## src/rtl/if_stage_pkg.sv

```systemverilog
// Shared fetch-pipeline types and constants for the IF stage and its PC generator.
// Read by if_stage; the IF_PERF_CNT_EN build option does not change anything in this file.
package if_stage_pkg;

    localparam logic [31:0] IF_NOP_INSTR = 32'h0000_0013;
    localparam logic [31:0] IF_RESET_PC  = 32'h0000_0000;

    typedef enum logic [1:0] {
        FETCH = 2'd0,
        HOLD  = 2'd1,
        DRAIN = 2'd2
    } fetch_state_e;

    typedef enum logic [1:0] {
        PC_HOLD   = 2'd0,
        PC_INC    = 2'd1,
        PC_TARGET = 2'd2
    } pc_sel_e;

    typedef struct packed {
        logic [31:0] pc;
        logic [31:0] sum;
        logic [31:0] instr;
        logic        valid;
    } ifid_entry_t;

    function automatic ifid_entry_t ifid_reset_entry(input logic [31:0] nop);
        ifid_entry_t e;
        e.pc    = 32'h0;
        e.sum   = 32'h0;
        e.instr = nop;
        e.valid = 1'b0;
        return e;
    endfunction

endpackage

```

## src/rtl/if_stage_fetch_pc_gen.sv

```systemverilog
// PC register with +4 adder and next-PC selection (hold / increment / redirect target).
// PC arithmetic wraps modulo 2^32; low address bits are carried through untouched.
module fetch_pc_gen
    import if_stage_pkg::*;
#(
    parameter logic [31:0] RESET_PC = IF_RESET_PC
) (
    input  logic        clk,
    input  logic        rst,
    input  pc_sel_e     sel_i,
    input  logic [31:0] target_i,
    output logic [31:0] pc_o,
    output logic [31:0] pc_plus4_o
);

    logic [31:0] pc_q;
    logic [31:0] pc_d;
    logic [31:0] pc_plus4;

    assign pc_plus4 = pc_q + 32'd4;

    always_comb begin
        pc_d = pc_q;
        case (sel_i)
            PC_INC:    pc_d = pc_plus4;
            PC_TARGET: pc_d = target_i;
            default:   pc_d = pc_q;
        endcase
    end

    always_ff @(posedge clk) begin
        if (rst) begin
            pc_q <= RESET_PC;
        end else begin
            pc_q <= pc_d;
        end
    end

    assign pc_o       = pc_q;
    assign pc_plus4_o = pc_plus4;

endmodule

```

## src/rtl/if_stage.sv

```systemverilog
// Instruction-fetch stage: fetch FSM, hold buffer, redirect drain and the IF/ID register.
// Define IF_PERF_CNT_EN to add the perf_fetch_cnt / perf_bubble_cnt counter outputs.
//
//   state | meaning
//   FETCH | request outstanding at pc, accept or bubble each cycle
//   HOLD  | response captured during a stall, request dropped until release
//   DRAIN | redirect arrived before the response; wait it out at the old address
module if_stage
    import if_stage_pkg::*;
#(
    parameter logic [31:0] RESET_PC  = IF_RESET_PC,
    parameter logic [31:0] NOP_INSTR = IF_NOP_INSTR
) (
    input  logic        clk,
    input  logic        rst,
    output logic        imem_req,
    output logic [31:0] imem_addr,
    input  logic        imem_ready,
    input  logic [31:0] imem_rdata,
    input  logic        hazard_detection,
    input  logic        NextPCSrc,
    input  logic [31:0] branch_target,
    output logic [31:0] pc_out,
    output logic [31:0] sum_out,
    output logic [31:0] instr_out,
    output logic        valid_out
`ifdef IF_PERF_CNT_EN
    ,
    output logic [31:0] perf_fetch_cnt,
    output logic [31:0] perf_bubble_cnt
`endif
);

    fetch_state_e state_q;
    fetch_state_e state_d;
    ifid_entry_t  ifid_q;
    logic [31:0]  hold_q;
    logic [31:0]  target_q;

    pc_sel_e      pc_sel;
    logic [31:0]  pc_target;
    logic [31:0]  pc_q;
    logic [31:0]  pc_plus4;

    logic         load_real;
    logic         load_bubble;
    logic [31:0]  load_instr;
    logic         hold_we;
    logic         target_we;

    fetch_pc_gen #(
        .RESET_PC (RESET_PC)
    ) u_pc_gen (
        .clk        (clk),
        .rst        (rst),
        .sel_i      (pc_sel),
        .target_i   (pc_target),
        .pc_o       (pc_q),
        .pc_plus4_o (pc_plus4)
    );

    // The request is a pure function of state so address and req stay put until ready.
    assign imem_req  = ~rst & (state_q != HOLD);
    assign imem_addr = pc_q;

    always_comb begin
        state_d     = state_q;
        pc_sel      = PC_HOLD;
        pc_target   = branch_target;
        load_real   = 1'b0;
        load_bubble = 1'b0;
        load_instr  = imem_rdata;
        hold_we     = 1'b0;
        target_we   = 1'b0;
        case (state_q)
            FETCH: begin
                if (imem_ready) begin
                    if (NextPCSrc) begin
                        pc_sel      = PC_TARGET;
                        load_bubble = 1'b1;
                    end else if (hazard_detection) begin
                        hold_we = 1'b1;
                        state_d = HOLD;
                    end else begin
                        pc_sel    = PC_INC;
                        load_real = 1'b1;
                    end
                end else begin
                    if (NextPCSrc) begin
                        target_we   = 1'b1;
                        load_bubble = 1'b1;
                        state_d     = DRAIN;
                    end else if (!hazard_detection) begin
                        load_bubble = 1'b1;
                    end
                end
            end
            HOLD: begin
                if (NextPCSrc) begin
                    pc_sel      = PC_TARGET;
                    load_bubble = 1'b1;
                    state_d     = FETCH;
                end else if (!hazard_detection) begin
                    pc_sel     = PC_INC;
                    load_real  = 1'b1;
                    load_instr = hold_q;
                    state_d    = FETCH;
                end
            end
            DRAIN: begin
                target_we   = NextPCSrc;
                load_bubble = NextPCSrc | ~hazard_detection;
                if (imem_ready) begin
                    // A redirect landing on the same cycle as the orphan is the newest target.
                    pc_sel    = PC_TARGET;
                    pc_target = NextPCSrc ? branch_target : target_q;
                    state_d   = FETCH;
                end
            end
            default: begin
                state_d = FETCH;
            end
        endcase
    end

    always_ff @(posedge clk) begin
        if (rst) begin
            state_q  <= FETCH;
            ifid_q   <= ifid_reset_entry(NOP_INSTR);
            hold_q   <= 32'h0;
            target_q <= 32'h0;
        end else begin
            state_q <= state_d;
            if (hold_we) begin
                hold_q <= imem_rdata;
            end
            if (target_we) begin
                target_q <= branch_target;
            end
            if (load_real) begin
                ifid_q.pc    <= pc_q;
                ifid_q.sum   <= pc_plus4;
                ifid_q.instr <= load_instr;
                ifid_q.valid <= 1'b1;
            end else if (load_bubble) begin
                ifid_q.instr <= NOP_INSTR;
                ifid_q.valid <= 1'b0;
            end
        end
    end

    assign pc_out    = ifid_q.pc;
    assign sum_out   = ifid_q.sum;
    assign instr_out = ifid_q.instr;
    assign valid_out = ifid_q.valid;

`ifdef IF_PERF_CNT_EN
    logic [31:0] perf_fetch_q;
    logic [31:0] perf_bubble_q;

    always_ff @(posedge clk) begin
        if (rst) begin
            perf_fetch_q  <= 32'h0;
            perf_bubble_q <= 32'h0;
        end else begin
            if (load_real) begin
                perf_fetch_q <= perf_fetch_q + 32'd1;
            end
            if (load_bubble) begin
                perf_bubble_q <= perf_bubble_q + 32'd1;
            end
        end
    end

    assign perf_fetch_cnt  = perf_fetch_q;
    assign perf_bubble_cnt = perf_bubble_q;
`endif

endmodule

```

## config.mk

```make
export PLATFORM = sky130hd
export DESIGN_NAME = if_stage
export DESIGN_NICKNAME = d
export VERILOG_FILES = /design/src/rtl/if_stage_pkg.sv /design/src/rtl/if_stage_fetch_pc_gen.sv /design/src/rtl/if_stage.sv
export SDC_FILE = /design/constraint.sdc
export NUM_CORES = 1
export LEC_CHECK = 0
export CORE_UTILIZATION = 35
export DETAILED_ROUTE_END_ITERATION = 16
export DONT_BUFFER_PORTS = 1
export PLACE_DENSITY = 0.59
export SYNTH_ARGS = -nofsm -noshare
export SYNTH_HDL_FRONTEND = slang
export SYNTH_SLANG_ARGS = --single-unit
```

## constraint.sdc

```tcl
create_clock -name clk -period 3.7 [get_ports clk]
set_clock_uncertainty 0.15 [all_clocks]
set_input_delay 0.74 -clock clk [delete_from_list [all_inputs] [get_ports clk]]
set_output_delay 0.74 -clock clk [all_outputs]
set_load 0.1 [all_outputs]
```

After elaboration in Yosys (flattened, before gate mapping) --
Index checks and enable logic that the tools add are counted.
Word-level totals: register bits after elaboration 195, input bits 69, output and inout bits 130, logic and storage cells 63
Cells by class: add/subtract/negate cells 1, equality and inequality tests 10, multiplexer cells 36, bitwise gates (word level) 4, reduce and logical (&&, ||, !) cells 4
Operators by type and width (number):
- 2-to-1 mux 32 bit | 6
- 2-to-1 mux 33 bit | 2
- one-hot mux 32 bit (2 select lines) | 1
- adder 32 x 3 -> 32 bit (second input constant) | 1
- 2-to-1 mux 2 bit | 10
- 2-to-1 mux 1 bit | 12
- inequality test 3 bit (second input constant) | 4
- one-hot mux 2 bit (3 select lines) | 2
- AND reduction 5 bit | 1
- == test 2 x 1 -> 1 bit (second input constant) | 2
- == test 2 bit (second input constant) | 2
- one-hot mux 1 bit (2 select lines) | 2
- nonzero test 2 bit | 2
- one-hot mux 1 bit (3 select lines) | 1
- logical NOT 2 bit | 1
- inequality test 2 x 1 -> 1 bit (second input constant) | 1
- inequality test 2 bit (second input constant) | 1
- inverter 1 bit | 2
- AND 1 bit | 1
- bitwise OR 1 bit | 1

Depth between registers and ports, before layout --
depth after elaboration 6, mapped depth 12, mapped depth without buffers 9

Hierarchy --
Synthesis repeated with hierarchy kept, for this count alone.
Unflattened totals: cell total of the unflattened synthesis 1121, area total of the unflattened synthesis 8951.1 um2
Modules (own cells, without submodules):
- if_stage | times used 1, cells each 760, area each 6308.6 um2, sequential area each 3263.1 um2
- fetch_pc_gen | times used 1, cells each 361, area each 2642.5 um2, sequential area each 640.6 um2

Least setup slack after synthesis --
OpenSTA, ideal clock, no wires.
kind in2out, start input rst, end output imem_req, data arrival time 2.603 ns, setup slack 0.207 ns, cell stages on the path 3, cells stage by stage clkbuf_1 -> buf_1 -> a21oi_1
Between the ends: cells in the longest elaborated chain, start to end 2
RTL lines:
- start: declaration | RTL line if_stage.sv:15 | input logic rst,
- inverter 1 bit | RTL line if_stage.sv:63 | assign imem_req = ~rst & (state_q != HOLD);
- AND 1 bit | RTL line if_stage.sv:63
- end: declaration | RTL line if_stage.sv:16 | output logic imem_req,
No other way between the ends.

Final worst setup path --
start register u_pc_gen.pc_q[3] (netlist: u_pc_gen.pc_o[3]), end register u_pc_gen.pc_q[27] (netlist: u_pc_gen.pc_o[27])
Between the ends: cells in the longest elaborated chain, start to end 2
RTL lines:
- start: declaration | RTL line if_stage_fetch_pc_gen.sv:16 | logic [31:0] pc_q;
- start signal: assignment | RTL line if_stage_fetch_pc_gen.sv:35 | pc_q <= pc_d;
- adder 32 x 3 -> 32 bit | RTL line if_stage_fetch_pc_gen.sv:20 | assign pc_plus4 = pc_q + 32'd4;
- one-hot mux 32 bit (2 select lines) | RTL line if_stage_fetch_pc_gen.sv:24 | case (sel_i)
No other way between the ends. A chain may end at the register's enable or synchronous reset.

==> impl_metrics.json <==
{
  "first_pass_iters": 5,
  "p_sw_share_pct": 30.5,
  "die_x_um": 160,
  "grt_usage_pct": 19.5,
  "synth_most_common_cell": "nand2_1",
  "cts_setup_buffers": 0,
  "drc": 0,
  "vias": 7289,
  "synth_top_family_by_area": "simple AND/OR/NAND/NOR gates",
  "power.switching_mw": 1.48,
  "cp-end-kind": "flop",
  "synth_area_mm2": 0.00873,
  "synth_xor_area_share_pct": 2.31,
  "seqCellArea_mm2": 0.00387,
  "synth_top_area_share_pct": 44.2,
  "power.share.clock_pct": 37.8,
  "diodes": 0,
  "synthFlopType": "dfxtp_1",
  "cts_tree": "yes",
  "powerDensity_mw_per_mm2": 503,
  "cts.repair.resized": 0,
  "postPlaceCellArea_mm2": 0.00908,
  "dr.max_layer_used": "met4",
  "seq_area_frac_synth_pct": 44.2,
  "root_buffer": "clkbuf_16",
  "synth_adder_area_share_pct": 0.430,
  "relSlewSlack_pct": 19.0,
  "wirelength_mm": 25.2,
  "whs_ps": 226,
  "numPortBuffers": 0,
  "seqPwrFrac_pct": 50.2,
  "p_int_mw": 3.38,
  "critPathLaunchType": "flop",
  "met1Wirelength_mm": 11.9,
  "synth-simple-area-share_pct": 21.9,
  "grt_overflow": 0,
  "maxCapViolations": 0,
  "timing.final.crit_share_pct": 76.0,
  "yosys_warnings": 0,
  "grt_pass1_wl_mm": 39.6,
  "synth_cell_types": 64,
  "ys_async_sr_fraction_pct": 0,
  "cts_max_level": 4,
  "synth-compound-area-share_pct": 17.1,
  "numCtsBuffers": 17,
  "insertion_delay_ps": 420,
  "hp-class": "in -> reg",
  "core_mm2": 0.0244,
  "drive_gt1_share_pct": 14.6,
  "power_frac_comb_pct": 12.0,
  "synth.largest_area_cell": "dfxtp_1",
  "leakage_nw": 3.22,
  "multi_input_area_mm2": 0.00440,
  "drt-initial-drc-count": 607,
  "ys_top_cells_by_area": "dfxtp_1 (44%), nand2_1 (9.2%), a21oi_1 (7.0%)",
  "syn_area_per_cell_um2": 8.26,
  "fin_crit_ps": 2810,
  "path_class": "reg -> reg",
  "fin_nets": 1092,
  "tightest_slew_ps": 1210,
  "rsz0062_at_grt": "no",
  "p_total_mw": 4.86,
  "clkTransAtPathRegs_ps": 70,
  "crit_required_ps": 3860,
  "setup-tns-final_ps": 0,
  "synthesis.nets": 1130,
  "cts_hold_buffers": 0,
  "hpwl_mm": 17.1,
  "final_area_mm2": 0.00966,
  "netlist_instances": 1058,
  "status": "complete, no violations",
  "antenna_found_initial": 0,
  "critical_path.max_fanout": 10,
  "fmax_mhz": 355,
  "rows": 57,
  "hold_viol": 0,
  "clock_sinks": 193,
  "grt_pass1_vias": 6798,
  "synth-edff-count": 0,
  "die-area_mm2": 0.0256,
  "gp_congestion": 0.803,
  "vdd_drop_max_mv": 0.265,
  "wl_met3_mm": 1.87,
  "critical_path_arrival_ps": 2970,
  "ys_seq_elements": 193,
  "io_pins": 199,
  "synthMuxAreaShare_pct": 8.32,
  "fin_util_pct": 39.6,
  "syn2layout_area_growth_pct": 10.6,
  "wire_per_inst_um": 18.6,
  "grt_max_degree": 206,
  "drv_slew": 0,
  "ant_nets": 0,
  "die-height_um": 160,
  "viasPerCell": 5.38,
  "wl_met2_mm": 11.0,
  "clk_path_buf_depth": 2,
  "synthTopCellsByCount": "nand2_1 (214), dfxtp_1 (193), a21oi_1 (122)",
  "start_util_pct": 35.8,
  "n_fill_cell": 2496,
  "setup_violations": 0
}
[metal layers]
| layer | track usage [%] | vias up |
|---|---|---|
| li1 | - | 3596 |
| met1 | 27.7 | 3442 |
| met2 | 28.6 | 225 |
| met3 | 5.14 | 26 |
| met4 | 6.10 | 0 |
| met5 | 0 | - |
[layout make-up]
class,instances,area share (%)
clock buffer,21,4.87
sequential,193,40.0
clock inverter,8,1.09
tap,324,4.20
multi-input combinational,748,45.6
inverter,14,0.544
timing repair buffer,46,3.70
[critical path, cell delays in order, from the launching register on]
cell     delay (ps)
dfxtp_1         360
buf_4           330
and4_1          420
nand2_2         240
nor4_1          840
nor4b_1         100
a211o_1         250
[final timing paths]
kind	startpoint	to	slack, ps	depth (start not counted)
max	u_pc_gen.pc_o[3]$_SDFFE_PP0P_	u_pc_gen.pc_o[27]$_SDFFE_PP0P_	890	6
max reg2reg	u_pc_gen.pc_o[3]$_SDFFE_PP0P_	u_pc_gen.pc_o[27]$_SDFFE_PP0P_	890	6
min reg2reg	target_q[19]$_SDFFE_PP0P_	target_q[19]$_SDFFE_PP0P_	300	2
min	rst	pc_out[24]$_SDFFE_PP0P_	230	1
[placed cells by master, fill, tap and decap left out, types with 13 or more instances in the layout]
cell / instances
inv_1: 13
a22oi_1: 43
a21oi_1: 121
mux2_2: 53
mux2i_1: 13
nor3_1: 21
a211oi_1: 24
clkbuf_16: 17
nand2_1: 214
dfxtp_1: 191
buf_4: 45
nand3_1: 15
nor2_1: 86
xnor2_1: 14
nor4_1: 18
[per-stage QoR]
step	std cells	setup WS, ps
after floorplan	1058	207
after global placement	1325	860
after detailed placement	1325	815
after CTS	1354	915
after global routing	1354	673
final	1354	887
[logic make-up (layout without fill, tap and decap cells)]
family	Yosys count	count (layout)
AOI/OAI and AO/OA	239	239
xor gates and xnor gates	23	23
adders and majority gates	3	3
buffers and inverters	117	89
DFF	193	193
muxes	66	66
and+or+nand+nor	417	417
[registers in the layout, indices dropped and copies added (netlist names)]
| register | count |
|---|---|
| instr_out | 32 |
| sum_out | 30 |
| u_pc_gen.pc_o | 32 |
| hold_q | 32 |
| valid_out | 1 |
| state_q | 2 |
| pc_out | 32 |
| target_q | 32 |
[power groups by stage]
stage | combinational, mW | sequential, mW | clock [mW]
floorplan | 0.336 | 2.62 | 0
global placement | 0.578 | 2.48 | 0
detailed placement | 0.582 | 2.49 | 0
CTS | 0.585 | 2.44 | 1.89
global route | 0.631 | 2.45 | 1.97
finish | 0.584 | 2.44 | 1.84
Note: power is estimated with default switching activity, not from simulation.
